`config.mk`:
```
export PLATFORM = sky130hd
export DESIGN_NAME = row_mat_stream_mac
export DESIGN_NICKNAME = d
export VERILOG_FILES = /design/src/rtl/row_mat_stream_mac.sv
export SDC_FILE = /design/constraint.sdc
export NUM_CORES = 2
export LEC_CHECK = 0
export ABC_AREA = 1
export CAP_MARGIN = 20
export CORE_ASPECT_RATIO = 1.5
export CORE_MARGIN = 2
export CORE_UTILIZATION = 35
export CTS_CLUSTER_SIZE = 40
export DETAILED_ROUTE_END_ITERATION = 16
export SYNTH_ARGS = -nofsm -noshare
export SYNTH_HDL_FRONTEND = slang
export SYNTH_SLANG_ARGS = --single-unit
```
`constraint.sdc`:
```
create_clock -name CLK -period 10 [get_ports CLK]
set_input_delay 2 -clock CLK [delete_from_list [all_inputs] [get_ports CLK]]
set_output_delay 2 -clock CLK [all_outputs]
set_load 0.005 [all_outputs]
```
`src/rtl/row_mat_stream_mac.sv`:
```
// Streaming 1xK row by KxN weight matrix multiplier: one packed N-lane result
// per input row, NUM_ROWS rows per job, valid/ready on both streams.
//
// state | meaning
// IDLE  | weights writable, waiting for START
// RUN   | accepting row elements, accumulating all N lanes in parallel
// DRAIN | last row consumed, waiting for its result to be accepted
module row_mat_stream_mac #(
    parameter int OP1_COL      = 4,
    parameter int OP1_WIDTH    = 8,
    parameter int WEIGHT_COL   = 8,
    parameter int WEIGHT_WIDTH = 8,
    parameter int DSPOUT_WIDTH = 16,
    parameter int NUM_ROWS     = 8,
    parameter int SATURATE     = 1
) (
    input  logic                                 CLK,
    input  logic                                 RST,
    input  logic                                 W_WE,
    input  logic [$clog2(OP1_COL)-1:0]           W_ADDR,
    input  logic [WEIGHT_COL*WEIGHT_WIDTH-1:0]   W_DATA,
    input  logic                                 START,
    input  logic                                 OP1_VALID,
    output logic                                 OP1_READY,
    input  logic [OP1_WIDTH-1:0]                 OP1,
    output logic                                 OUT_VALID,
    input  logic                                 OUT_READY,
    output logic [WEIGHT_COL*DSPOUT_WIDTH-1:0]   OUT,
    output logic                                 OUT_LAST,
    output logic                                 BUSY,
    output logic                                 DONE
);

    localparam int K  = OP1_COL;
    localparam int N  = WEIGHT_COL;
    localparam int KW = $clog2(K);
    localparam int PW = OP1_WIDTH + WEIGHT_WIDTH;
    localparam int AW = PW + KW;
    localparam int DW = DSPOUT_WIDTH;
    localparam int EW = ((AW > DW) ? AW : DW) + 1;
    localparam int RW = (NUM_ROWS > 1) ? $clog2(NUM_ROWS) : 1;

    localparam logic [KW-1:0] K_LAST   = KW'(K - 1);
    localparam logic [RW-1:0] ROW_LAST = RW'(NUM_ROWS - 1);

    localparam logic signed [EW-1:0] SAT_MAX = {{(EW-DW+1){1'b0}}, {(DW-1){1'b1}}};
    localparam logic signed [EW-1:0] SAT_MIN = {{(EW-DW+1){1'b1}}, {(DW-1){1'b0}}};

    localparam logic [1:0] S_IDLE  = 2'd0;
    localparam logic [1:0] S_RUN   = 2'd1;
    localparam logic [1:0] S_DRAIN = 2'd2;

    logic [1:0]                   state_q, state_d;
    logic [KW-1:0]                k_cnt_q, k_cnt_d;
    logic [RW-1:0]                row_cnt_q, row_cnt_d;
    logic signed [AW-1:0]         acc_q [N];
    logic signed [AW-1:0]         acc_d [N];
    logic [N*WEIGHT_WIDTH-1:0]    w_q [K];
    logic [N*WEIGHT_WIDTH-1:0]    w_d [K];
    logic [N*DW-1:0]              out_q, out_d;
    logic                         out_valid_q, out_valid_d;
    logic                         out_last_q, out_last_d;
    logic                         done_q, done_d;

    logic signed [PW-1:0]         prod [N];
    logic signed [AW-1:0]         sum [N];
    logic [N*WEIGHT_WIDTH-1:0]    w_row;
    logic                         k_last;
    logic                         row_last;
    logic                         op1_ready;
    logic                         in_hs;
    logic                         out_hs;

    // Accumulator is wide enough never to overflow; only the lane output narrows.
    function automatic logic [DW-1:0] narrow(input logic signed [AW-1:0] v);
        logic signed [EW-1:0] ve;
        ve = {{(EW-AW){v[AW-1]}}, v};
        if (SATURATE != 0 && ve > SAT_MAX) return SAT_MAX[DW-1:0];
        if (SATURATE != 0 && ve < SAT_MIN) return SAT_MIN[DW-1:0];
        return ve[DW-1:0];
    endfunction

    always_comb begin
        k_last    = (k_cnt_q == K_LAST);
        row_last  = (row_cnt_q == ROW_LAST);
        w_row     = w_q[k_cnt_q];
        // Only the element that would overwrite an unaccepted result is held off.
        op1_ready = (state_q == S_RUN) && !(k_last && out_valid_q && !OUT_READY);
        in_hs     = OP1_VALID && op1_ready;
        out_hs    = out_valid_q && OUT_READY;

        for (int n = 0; n < N; n++) begin
            prod[n] = $signed(OP1) * $signed(w_row[n*WEIGHT_WIDTH +: WEIGHT_WIDTH]);
            sum[n]  = acc_q[n] + {{KW{prod[n][PW-1]}}, prod[n]};
        end

        state_d     = state_q;
        k_cnt_d     = k_cnt_q;
        row_cnt_d   = row_cnt_q;
        acc_d       = acc_q;
        w_d         = w_q;
        out_d       = out_q;
        out_valid_d = out_valid_q;
        out_last_d  = out_last_q;
        done_d      = 1'b0;

        if (out_hs) begin
            out_valid_d = 1'b0;
            out_last_d  = 1'b0;
        end

        case (state_q)
            S_IDLE: begin
                if (W_WE) begin
                    w_d[W_ADDR] = W_DATA;
                end
                if (START) begin
                    state_d   = S_RUN;
                    k_cnt_d   = '0;
                    row_cnt_d = '0;
                    for (int n = 0; n < N; n++) begin
                        acc_d[n] = '0;
                    end
                end
            end
            S_RUN: begin
                if (in_hs) begin
                    if (k_last) begin
                        for (int n = 0; n < N; n++) begin
                            out_d[n*DW +: DW] = narrow(sum[n]);
                            acc_d[n]          = '0;
                        end
                        out_valid_d = 1'b1;
                        out_last_d  = row_last;
                        k_cnt_d     = '0;
                        if (row_last) begin
                            row_cnt_d = '0;
                            state_d   = S_DRAIN;
                        end else begin
                            row_cnt_d = row_cnt_q + 1'b1;
                        end
                    end else begin
                        acc_d   = sum;
                        k_cnt_d = k_cnt_q + 1'b1;
                    end
                end
            end
            S_DRAIN: begin
                if (out_hs) begin
                    state_d = S_IDLE;
                    done_d  = 1'b1;
                end
            end
            default: begin
                state_d = S_IDLE;
            end
        endcase
    end

    always_ff @(posedge CLK) begin
        if (RST) begin
            state_q     <= S_IDLE;
            k_cnt_q     <= '0;
            row_cnt_q   <= '0;
            out_q       <= '0;
            out_valid_q <= 1'b0;
            out_last_q  <= 1'b0;
            done_q      <= 1'b0;
            for (int n = 0; n < N; n++) begin
                acc_q[n] <= '0;
            end
            for (int k = 0; k < K; k++) begin
                w_q[k] <= '0;
            end
        end else begin
            state_q     <= state_d;
            k_cnt_q     <= k_cnt_d;
            row_cnt_q   <= row_cnt_d;
            out_q       <= out_d;
            out_valid_q <= out_valid_d;
            out_last_q  <= out_last_d;
            done_q      <= done_d;
            acc_q       <= acc_d;
            w_q         <= w_d;
        end
    end

    assign OP1_READY = op1_ready;
    assign OUT_VALID = out_valid_q;
    assign OUT       = out_q;
    assign OUT_LAST  = out_last_q;
    assign BUSY      = (state_q != S_IDLE);
    assign DONE      = done_q;

endmodule

```
After elaboration in Yosys (flattened, before gate mapping) --
Index checks and enable logic that the tools add are counted.
Storage, ports and cells: output and inout port bits 133, logic and storage cells 223, flip-flop bits (word level) 538, input bits 80
Operators by class: $mul 8, order comparisons 19, equality and inequality tests 9, $add $sub $neg 10, mux-type cells 138, reduce and logical (&&, ||, !) cells 17, bitwise operators 3
Operators by type and width (number):
- $mux W16 | 32
- $mux W144 | 3
- $pmux W144 S2 | 1
- $bwmux W256 | 1
- $mux W64 | 3
- $add A18 B18 Y18 | 8
- $gt A18 B16 Y1 const B | 8
- $lt A18 B16 Y1 const B | 8
- $bmux W64 S2 | 1
- $demux W64 S2 | 1
- $mul A8 B8 Y16 | 8
- $mux W1 | 81
- $mux W2 | 8
- $mux W3 | 4
- $ne A2 B2 Y1 const B | 5
- $ge A3 B3 Y1 const B | 2
- $logic_and A1 B1 Y1 | 6
- $not A2 Y3 | 2
- $pmux W2 S3 | 1
- $pmux W3 S2 | 1
- $reduce_and A3 Y1 | 2
- $reduce_and A5 Y1 | 1
- $eq A2 B2 Y1 const B | 2
- $pmux W2 S2 | 1
- other kinds (12) | 14

Longest topological paths before layout --
depth in word-level cells 17, depth in mapped cells 41, mapped depth without buffers 39

Worst setup path before layout --
No wires, ideal clock.
kind in2reg, start point input port OP1[6], end point register out_q[34], in the netlist OUT[34], library setup time 0.070 ns, data arrival time 7.908 ns, buffers on the path 4, stages 37, path slack 2.023 ns, data required time 9.930 ns, cell sequence clkbuf_1 > inv_1 > clkbuf_1 > buf_1 > nor2_1 > fa_1 > inv_1 > fa_1 > inv_1 > fa_1 > fa_1 > ha_1 > nand2_1 > nand2_1 > a31oi_1 > o21ai_0 > a21o_1 > a21oi_1 > nor2_1 > o21ai_0 > nand2_1 > nand2_1 > nand2_1 > ha_1 > nand2_1 > nor2_1 > nand2_1 > inv_1 > nand4_1 > nand3_1 > inv_1 > nand3_1 > nand3_1 > nand2_1 > inv_2 > buf_6 > a21oi_1
On the way: word-level cells in the longest chain between the ends 10, elaborated cells on any way between the ends 16, those cells by class add/sub: 1; mul: 1; order compare: 2; mux: 12
Ends and longest elaborated chain:
- start, declared | RTL line 25 | input logic [OP1_WIDTH-1:0] OP1,
- $mul A8 B8 Y16 (*) | RTL line 93 | prod[n] = $signed(OP1) * $signed(w_row[n*WEIGHT_WIDTH +: WEIGHT_WIDTH]);
- $add A18 B18 Y18 (*) | RTL line 94 | sum[n] = acc_q[n] + {{KW{prod[n][PW-1]}}, prod[n]};
- $lt A18 B16 Y1 | RTL line 79 | if (SATURATE != 0 && ve < SAT_MIN) return SAT_MIN[DW-1:0];
- $mux W1 (2 in series) | RTL line 79
- $mux W1 | RTL line 128 | if (k_last) begin
- $mux W1 | RTL line 127 | if (in_hs) begin
- $mux W1 | RTL line 112 | case (state_q)
- $mux W16 | RTL line 80 | return ve[DW-1:0];
- $mux W16 (*) | RTL line 79
- end signal, assigned | RTL line 179 | out_q <= out_d;
- end, declared | RTL line 60 | logic [N*DW-1:0] out_q, out_d;
Mark *: on every way between the ends. The rest lies on a longest branch, timed or not. The select of a mux whose other input is x is not followed. A chain may end at the register's enable or synchronous reset.

Final worst setup path --
start point input port OP1[3], end point register out_q[113], in the netlist OUT[113]
Same word-level chain as after synthesis.

==> results.md <==
* Status: finished clean
* Critical path data required time at 10510 ps
* Worst setup path endpoint: OUT[113]
* GRT Resource Usage Total at 19.7%
* Register area share after synthesis at 22.6%
* Port Buffers at 212
* Crit Reg-Reg Endpoint: OUT[71]
* Hold Fails Final Rpt at 0
* Clk sinks at 538
* Max-cap violations at 0
* Clk_skew at 40.5 ps
* Seq cells post-synth at 538
* Cell leakage power at 0.0254 uW
* Synthesized area per cell at 7.35 sq um
* Slowest cell on the critical path: clkinv_1
* Largest net degree at the start of global routing at 195
* Arr. time, crit path at 9230 ps
* Pre-antenna DRT Iters at 6
* Fin crit share at 87.2%
* Met3 usage at 2.30%
* Crit-path max FO at 18
* Setup Crit Path Kind: in2reg
* CTS tree: yes
* Reg-to-reg startpoint: k_cnt_q[0]
* Biggest area consumer among synthesized cells: dfxtp_1
* Share of layout cells above drive strength 1 at 3.76%
* Top-count cell post-synth: nand2_1
* Max incr delay on CP at 850 ps
* WL/cell at 16.6 um
* Initial antenna violation count at 12
* Grt peak-use layer: met2
* Post-CTS Repair Setup Buffers at 0
* DRC Markers at 0
* Global Route met1 Usage at 25.1%
* Top-Level Pins at 213
* # setup viols final at 0
* Clk_lat worst skew at 680 ps
* WHS at 447 ps
* Worst-path clk slew at 70 ps
* Starting density of the core at 35.3%
* Crit. End Element: flip-flop
* Worst slew pin tran at 1210 ps
* Crit. Startpoint: OP1[3]
* Grt ovf at 0
* TritonCTS Buffers at 56
* RSZ-0062 raised after global routing: no
* TNS Setup at 0 ps
* Synth top area share at 22.6%
* Vias in the first global route at 42000
* Routability cong. at 0.887
* Crit path top cell by count: nand2_1
* Max Freq at 115 MHz
* Final min period at 8720 ps
* H-Tree Depth at 2
* Cells on worst reg2reg path at 30
* Final Max Slew Viols at 0
* CTS Hold Bufs at 0
* Die Wd at 305 um
* Hpwl dp at 103000 um
* Via Count at 41700
* Reg2Reg Setup Slack at 1560 ps
* Number of synthesized flops with an enable pin at 0
* Area grow syn2layout at 11.7%
* First-pass GRT wire length at 223000 um
* Hold crit path type: reg2reg
* Pwr Density at 212 nW/um^2
* Startpoint Class: primary input
* Max IR drop VDD at 0.131 mV
* Die Area at 139000 sq um
* Drt via density at 5.00
* CTS Buffer Depth at 3
* Cell Rows at 165
* Final Util at 39.5%
* Core footprint at 135000 sq um
* Top cells by area, synth: dfxtp_1, fa_1, ha_1, nand2_1, inv_1
* Post-CTS sizing at 0
* Mapped Nets at 7390
* Detailed Route WL at 139000 um
* Relative max-transition margin at 19.2%
* Starting DRT DRC Count at 2882
* FFs w/ async S/R, synth at 0%
* Post-synth top cells: nand2_1, inv_1, nor2_1
* Synthesized area at 47700 sq um
* DRT antenna net count at 0
* Nets at 7442
* Ys Warns at 0
* Met2 Usage GRT at 34.9%
* Yosys cell types at 48
* Syn Inst Count at 6491
* CTS root buffer: clkbuf_16
* Ys flop type: dfxtp_1
* Die height at 456 um
critical path, delay by kind of cell:
| family | cells | cell delay (ps) |
|---|---|---|
| adders and majority gates | 6 | 2430 |
| xor gates and xnor gates | 1 | 190 |
| AOI/OAI and AO/OA | 7 | 1070 |
| and+or+nand+nor | 11 | 1390 |
| buffers and inverters | 7 | 2170 |
per-layer routing:
layer	part of all wire, %	wire (um)
met1	44	60700
met2	49	67800
met3	4.8	6610
met4	2.3	3230
met5	0.060	83
cells in the final DEF, fill, tap and decap left out, types with 9 or more instances in the layout:
cell / count
nor3_1: 10
nand3_2: 17
inv_1: 1020
clkbuf_16: 58
o21ai_0: 535
inv_2: 16
a21boi_0: 12
nor2_1: 785
clkdlybuf4s50_1: 211
nand2_1: 1143
nand3_1: 206
clkbuf_1: 9
xnor2_1: 98
nand4_1: 22
dfxtp_1: 536
a21oi_1: 644
a31oi_1: 14
xor2_1: 119
buf_4: 48
a21oi_2: 34
o211ai_1: 64
clkinv_2: 12
a21o_1: 24
fa_1: 448
nand3b_1: 11
nor4_1: 10
ha_1: 371
state kept, by name, summed over array words and instances (netlist names):
name       count
k_cnt_q        2
OUT          128
OUT_LAST       1
state_q        2
row_cnt_q      3
DONE           1
w_q          256
OUT_VALID      1
acc_q        144
cells by family after synthesis:
kind of cell,Yosys count,synth area share (%)
buffers and inverters,1317,10.7
DFF,538,22.6
xor gates and xnor gates,217,3.98
AOI/OAI and AO/OA,1375,15.5
and+or+nand+nor,2225,18.7
adders and majority gates,819,28.5
worst min-delay path by stage:
stage	slack (ps)	startpoint	end	depth (start not counted)
detailed placement	440	w_q[242]	w_q[242]	2
global placement	430	w_q[236]	w_q[236]	2
global route	460	w_q[255]	w_q[255]	2
CTS	450	w_q[242]	w_q[242]	2
finish	450	w_q[210]	w_q[210]	2
floorplan	420	w_q[192]	w_q[192]	2
final cells by class:
type	instances	area (sq um)
fill	14100	81700
multi-input combinational	4636	31900
sequential	538	10800
inverter	1045	3940
timing repair buffer	266	2600
tap	1753	2190
clock buffer	73	1570
clock inverter	30	338
antenna	5	12.5
stage by stage:
stage,cell area (sq um),worst slack [ps],instances,power [uW]
6_report,53300,1280,8346,11300
5_1_grt,53300,787,8345,12400
4_1_cts,53300,1290,8341,11400
3_5_place_dp,51400,591,8238,9150
3_3_place_gp,51400,725,8238,9100
2_1_floorplan,47700,2020,6491,7580
power breakdown:
part | internal, uW | total [uW] | switching, uW
Combinational | 2320 | 6770 | 4450
Clock | 1220 | 2220 | 997
Sequential | 2260 | 2330 | 69.1
Total | 5800 | 11300 | 5510
Power figures use the tool's default switching activity.
